==> config.mk <==
export PLATFORM = sky130hd
export DESIGN_NAME = display_scan_driver
export DESIGN_NICKNAME = d
export VERILOG_FILES = /design/src/rtl/display_scan_driver.sv
export SDC_FILE = /design/constraint.sdc
export NUM_CORES = 1
export LEC_CHECK = 0
export ABC_AREA = 1
export BUFFER_PORTS_ARGS = -buffer_cell sky130_fd_sc_hd__buf_4
export CORE_MARGIN = 3
export CORE_UTILIZATION = 57
export DETAILED_ROUTE_END_ITERATION = 8
export PLACE_DENSITY_LB_ADDON = 0.15
export SLEW_MARGIN = 10
export SYNTH_ARGS = -nofsm -noshare
export SYNTH_HDL_FRONTEND = slang
export SYNTH_SLANG_ARGS = --single-unit
==> constraint.sdc <==
create_clock -name clk -period 3.06 [get_ports clk]
set_input_delay 0.306 -clock clk [delete_from_list [all_inputs] [get_ports clk]]
set_output_delay 0.306 -clock clk [all_outputs]
set_load 0.02 [all_outputs]
==> src/rtl/display_scan_driver.sv <==
// display_scan_driver
//   Time-multiplexed driver for a 4-digit common-anode 7-segment display.
//   A prescaler divides clk into digit slots. A 2-bit index walks the four
//   digits. Loaded values wait in a pending register and are promoted to the
//   display register only at a frame boundary, so a single frame never shows
//   two different values.
//
// Ports
//   clk      : system clock; all state updates on its rising edge
//   rst      : asynchronous, active-high reset
//   load     : single-cycle request to capture value/dp_in
//   value    : four hex nibbles; [3:0] is digit 0 (rightmost)
//   dp_in    : decimal-point enables per digit, captured with value
//   blank_en : leading-zero blanking enable, sampled live
//   busy     : a loaded value is waiting for the next frame boundary
//   an       : anode selects, active-low one-hot
//   seg      : cathodes {g,f,e,d,c,b,a}, active-low
//   dp       : decimal-point cathode, active-low
module display_scan_driver #(
  parameter int REFRESH_DIV = 100000
) (
  input  logic        clk,
  input  logic        rst,
  input  logic        load,
  input  logic [15:0] value,
  input  logic [3:0]  dp_in,
  input  logic        blank_en,
  output logic        busy,
  output logic [3:0]  an,
  output logic [6:0]  seg,
  output logic        dp
);

  // A divider below 2 would make every cycle a tick and leave no slot time.
  if (REFRESH_DIV < 2) begin : g_div_check
    $error("display_scan_driver: REFRESH_DIV must be at least 2");
  end

  localparam int             CW   = (REFRESH_DIV > 2) ? $clog2(REFRESH_DIV) : 1;
  localparam logic [CW-1:0]  LAST = CW'(REFRESH_DIV - 1);

  logic [CW-1:0] presc_reg;
  logic [1:0]    idx_reg;
  logic [15:0]   disp_val_reg;
  logic [3:0]    disp_dp_reg;
  logic [15:0]   pend_val_reg;
  logic [3:0]    pend_dp_reg;
  logic          busy_reg;
  logic [3:0]    an_reg;
  logic [6:0]    seg_reg;
  logic          dp_reg;

  logic          tick;
  logic          frame_end;
  logic          promote;
  logic [3:0]    nib_zero;
  logic [3:0]    blank_mask;
  logic [3:0]    cur_nib;
  logic [3:0]    an_next;
  logic [6:0]    seg_next;
  logic          dp_next;

  assign tick      = (presc_reg == LAST);
  assign frame_end = tick && (idx_reg == 2'd3);
  assign promote   = frame_end && busy_reg;

  // Hex digit to active-low {g,f,e,d,c,b,a}.
  function automatic logic [6:0] hex7(input logic [3:0] n);
    logic [6:0] s;
    case (n)
      4'h0: s = 7'h40;
      4'h1: s = 7'h79;
      4'h2: s = 7'h24;
      4'h3: s = 7'h30;
      4'h4: s = 7'h19;
      4'h5: s = 7'h12;
      4'h6: s = 7'h02;
      4'h7: s = 7'h78;
      4'h8: s = 7'h00;
      4'h9: s = 7'h10;
      4'hA: s = 7'h08;
      4'hB: s = 7'h03;
      4'hC: s = 7'h46;
      4'hD: s = 7'h21;
      4'hE: s = 7'h06;
      default: s = 7'h0E;
    endcase
    return s;
  endfunction

  // A digit is blankable when it and every more significant nibble are zero.
  // Digit 0 always shows so that a zero value still lights one digit.
  genvar gi;
  for (gi = 0; gi < 4; gi++) begin : g_nib_zero
    assign nib_zero[gi] = (disp_val_reg[4*gi +: 4] == 4'h0);
  end
  assign blank_mask[3] = nib_zero[3];
  for (gi = 1; gi < 3; gi++) begin : g_blank_chain
    assign blank_mask[gi] = nib_zero[gi] & blank_mask[gi+1];
  end
  assign blank_mask[0] = 1'b0;

  always_comb begin
    cur_nib  = disp_val_reg[{idx_reg, 2'b00} +: 4];
    an_next  = ~(4'b0001 << idx_reg);
    seg_next = (blank_en && blank_mask[idx_reg]) ? 7'h7F : hex7(cur_nib);
    dp_next  = ~disp_dp_reg[idx_reg];
  end

  always_ff @(posedge clk or posedge rst) begin
    if (rst) begin
      presc_reg    <= '0;
      idx_reg      <= 2'd0;
      disp_val_reg <= 16'h0000;
      disp_dp_reg  <= 4'h0;
      pend_val_reg <= 16'h0000;
      pend_dp_reg  <= 4'h0;
      busy_reg     <= 1'b0;
      an_reg       <= 4'hF;
      seg_reg      <= 7'h7F;
      dp_reg       <= 1'b1;
    end else begin
      presc_reg <= tick ? '0 : presc_reg + CW'(1);
      if (tick) begin
        idx_reg <= idx_reg + 2'd1;
      end

      // Promotion reads the old pending contents, so a coincident load is
      // kept for the following frame rather than being skipped.
      if (promote) begin
        disp_val_reg <= pend_val_reg;
        disp_dp_reg  <= pend_dp_reg;
      end

      if (load) begin
        pend_val_reg <= value;
        pend_dp_reg  <= dp_in;
        busy_reg     <= 1'b1;
      end else if (promote) begin
        busy_reg     <= 1'b0;
      end

      an_reg  <= an_next;
      seg_reg <= seg_next;
      dp_reg  <= dp_next;
    end
  end

  assign busy = busy_reg;
  assign an   = an_reg;
  assign seg  = seg_reg;
  assign dp   = dp_reg;

endmodule
==> results.cfg <==
[run_status]
status = completed

[routing]
viasPerCell = 5.27
antenna_left = 0
drcViolationCount = 0
drt_pass1_iterations = 4
finalWirelength_um = 6880
drt_iter0_drc = 177
wl_per_cell_um = 12.4
route.vias.total = 2914

[setup_path]
crit_arrival_ns = 2.35
crit_buf_inv = 3
path_delay_family = flip-flops
crit_slowest_cell = dfrtp_1
path_common_cell = nand2_1
worstSetupPathType = reg2reg
critPathMaxFanout = 15
end_kind = flip-flop
critPathMaxStageDelay_ns = 0.62
crit_chain = inv_1 -> nand2_1 -> nand3_1 -> nand2_1 -> inv_1 -> ha_1 -> inv_1 -> o21ai_0 -> nand2_1 -> nand2_1
worst_setup_path_start_kind = flip-flop
cp.required_ns = 3.33

[logic_synthesis]
synth_top_area_share_pct = 41.5
yosysWarnings = 0
syn_inst = 438
syn_area_um2 = 3620
synth-seq-cells = 72
async_flop_share_pct = 100
synth-edff-count = 0
yosys.area.top_type = dfrtp_1
ys_top_cells_by_area = dfrtp_1, nand2_1, dfstp_2
yosysSeqAreaShare_pct = 50.2
yosys_most_used_dff = dfrtp_1
syn_nets = 473
synth.distinct_cells = 28
syn_avg_cell_area_um2 = 8.26

[timing]
clock.fmax_ghz = 0.482
min_period_ns = 2.08
fin_setup_tns_ns = 0
skew_ns = 0.00858
setup_viol = 0
fin_hold_ws_ns = 0.0785
max_slew.worst_pin.slew_ns = 0.697
hold_viol_final = 0
slew_violations = 0
grt_setup_unrepaired = no
finalCritPeriodShare_pct = 67.8
max_slew_margin_pct = 53.5

[cts]
cts.sinks = 72
cts_resized = 0
tritoncts = yes
numCtsBuffers = 9
clk_path_buf_depth = 2
cts.reportedPaths.clkPinSlew_ns = 0.08
cts_hold_buf = 0
root_buffer = clkbuf_8
postCtsSetupBuffers = 0
insertion_delay_ns = 0.34
ctsHtreeMaxLevel = 3

[layout]
layout_common_cells = nand2_1, dfrtp_1, buf_4
diodes = 0
multi_input_area_um2 = 1530
largest_register_ffs = 17
area_delta_synth_final_pct = 13.1
nNetsFinal = 508
final_area_um2 = 4090
layout-drive-gt1-share_pct = 18.6
regArea_um2 = 1820
final_common_cell = nand2_1
num-fill-cells = 533
final_cells = 553

[placement]
place_inst = 537
routabilityCongestion = 0.857
placed_area_um2 = 3900
port_buffers = 36
dp_hpwl_um = 5000

[power_and_ir_drop]
peakVddDrop_uv = 278
p_per_area_nw_per_um2 = 433
power_leakage_uw = 0.00217
report.power.total_uw = 1770

[die]
start_util_pct = 60.0
die-area_um2 = 7340
rows = 28
die_y_um = 85.7
core-area_um2 = 6030
io_pins = 37
fp.dieW_um = 85.7

[grt]
grt_max_degree = 36
grt.total_usage_pct = 21.2
grt_antenna_before_repair = 0
grt_pass1_wl_um = 12500
grt_pass1_vias = 2762
globalRouteOverflowTotal = 0

[hold_path]
hp-class = in2async

[run]
max_cap_viol_count = 0
stage by stage:
step	worst slack [ns]	utilization [%]
floorplan	0.949	-
global placement	1.17	64.7
detailed placement	1.01	64.7
CTS	1.00	67.9
global route	0.701	67.9
finish	0.984	67.9
where the power goes:
group / switching [uW] / internal, uW / leakage [uW] / total (uW)
clock: 352 / 359 / 0.0000906 / 711
sequential: 13.5 / 975 / 0.000908 / 989
combinational: 41.5 / 31.2 / 0.00118 / 72.7
worst register-to-register path: stages (launching register included):
cell     delay [ns]
dfrtp_1        0.62
inv_1          0.31
nand2_1        0.14
nand3_1        0.07
nand2_1        0.19
inv_1          0.12
ha_1           0.22
inv_1          0.10
o21ai_0        0.10
nand2_1        0.08
nand2_1        0.06
Yosys cell counts (3+ instances only):
library cell / n
buf_6: 5
a21oi_1: 3
inv_1: 37
ha_1: 11
nor2_1: 24
nand4_1: 25
o21ai_1: 3
nand3_1: 34
dfrtp_1: 60
nor2_2: 7
o21ai_0: 7
clkbuf_1: 6
buf_4: 3
dfstp_2: 12
nor3_1: 4
xor2_1: 10
inv_2: 6
nand2_1: 169
layer usage:
layer  up-vias  track usage [%]  part of all wire (%)  wire length (um)
met2        78             33.8                    48              3300
met1      1373             29.0                    45              3130
met3        11             5.00                   5.3               362
met4         0             6.76                   1.3                90
met5         -                0                     0                 0
li1       1452                -                     -                 -
path summary, 6_finish.rpt:
check	start	endpoint	slack, ns	cells past startpoint
setup / recovery	idx_reg[0]	seg[6]	0.98	10
hold / removal	rst	presc_reg[0]	0.08	2
setup reg to reg	idx_reg[0]	seg[6]	0.98	10
hold reg to reg	presc_reg[0]	presc_reg[0]	0.47	1
max in group asynchronous	rst	an[3]	2.20	3
min in group clk	dp_in[1]	pend_dp_reg[1]	0.16	3
final cells by class:
class	instances	area share (%)
Clock buffer	12	4.04
Clock inverter	4	0.673
Inverter	43	3.94
Multi-Input combinational cell	307	37.3
Sequential cell	72	44.4
Tap cell	75	2.29
Timing Repair Buffer	40	7.34
cells by family after synthesis:
logic type / synth area share (%)
simple gates: 33.9
flops: 50.2
buf+inv: 7.54
compound gates: 2.08
fa+ha+maj: 3.80
xor+xnor: 2.42
Note: power is estimated with default switching activity, not from simulation.
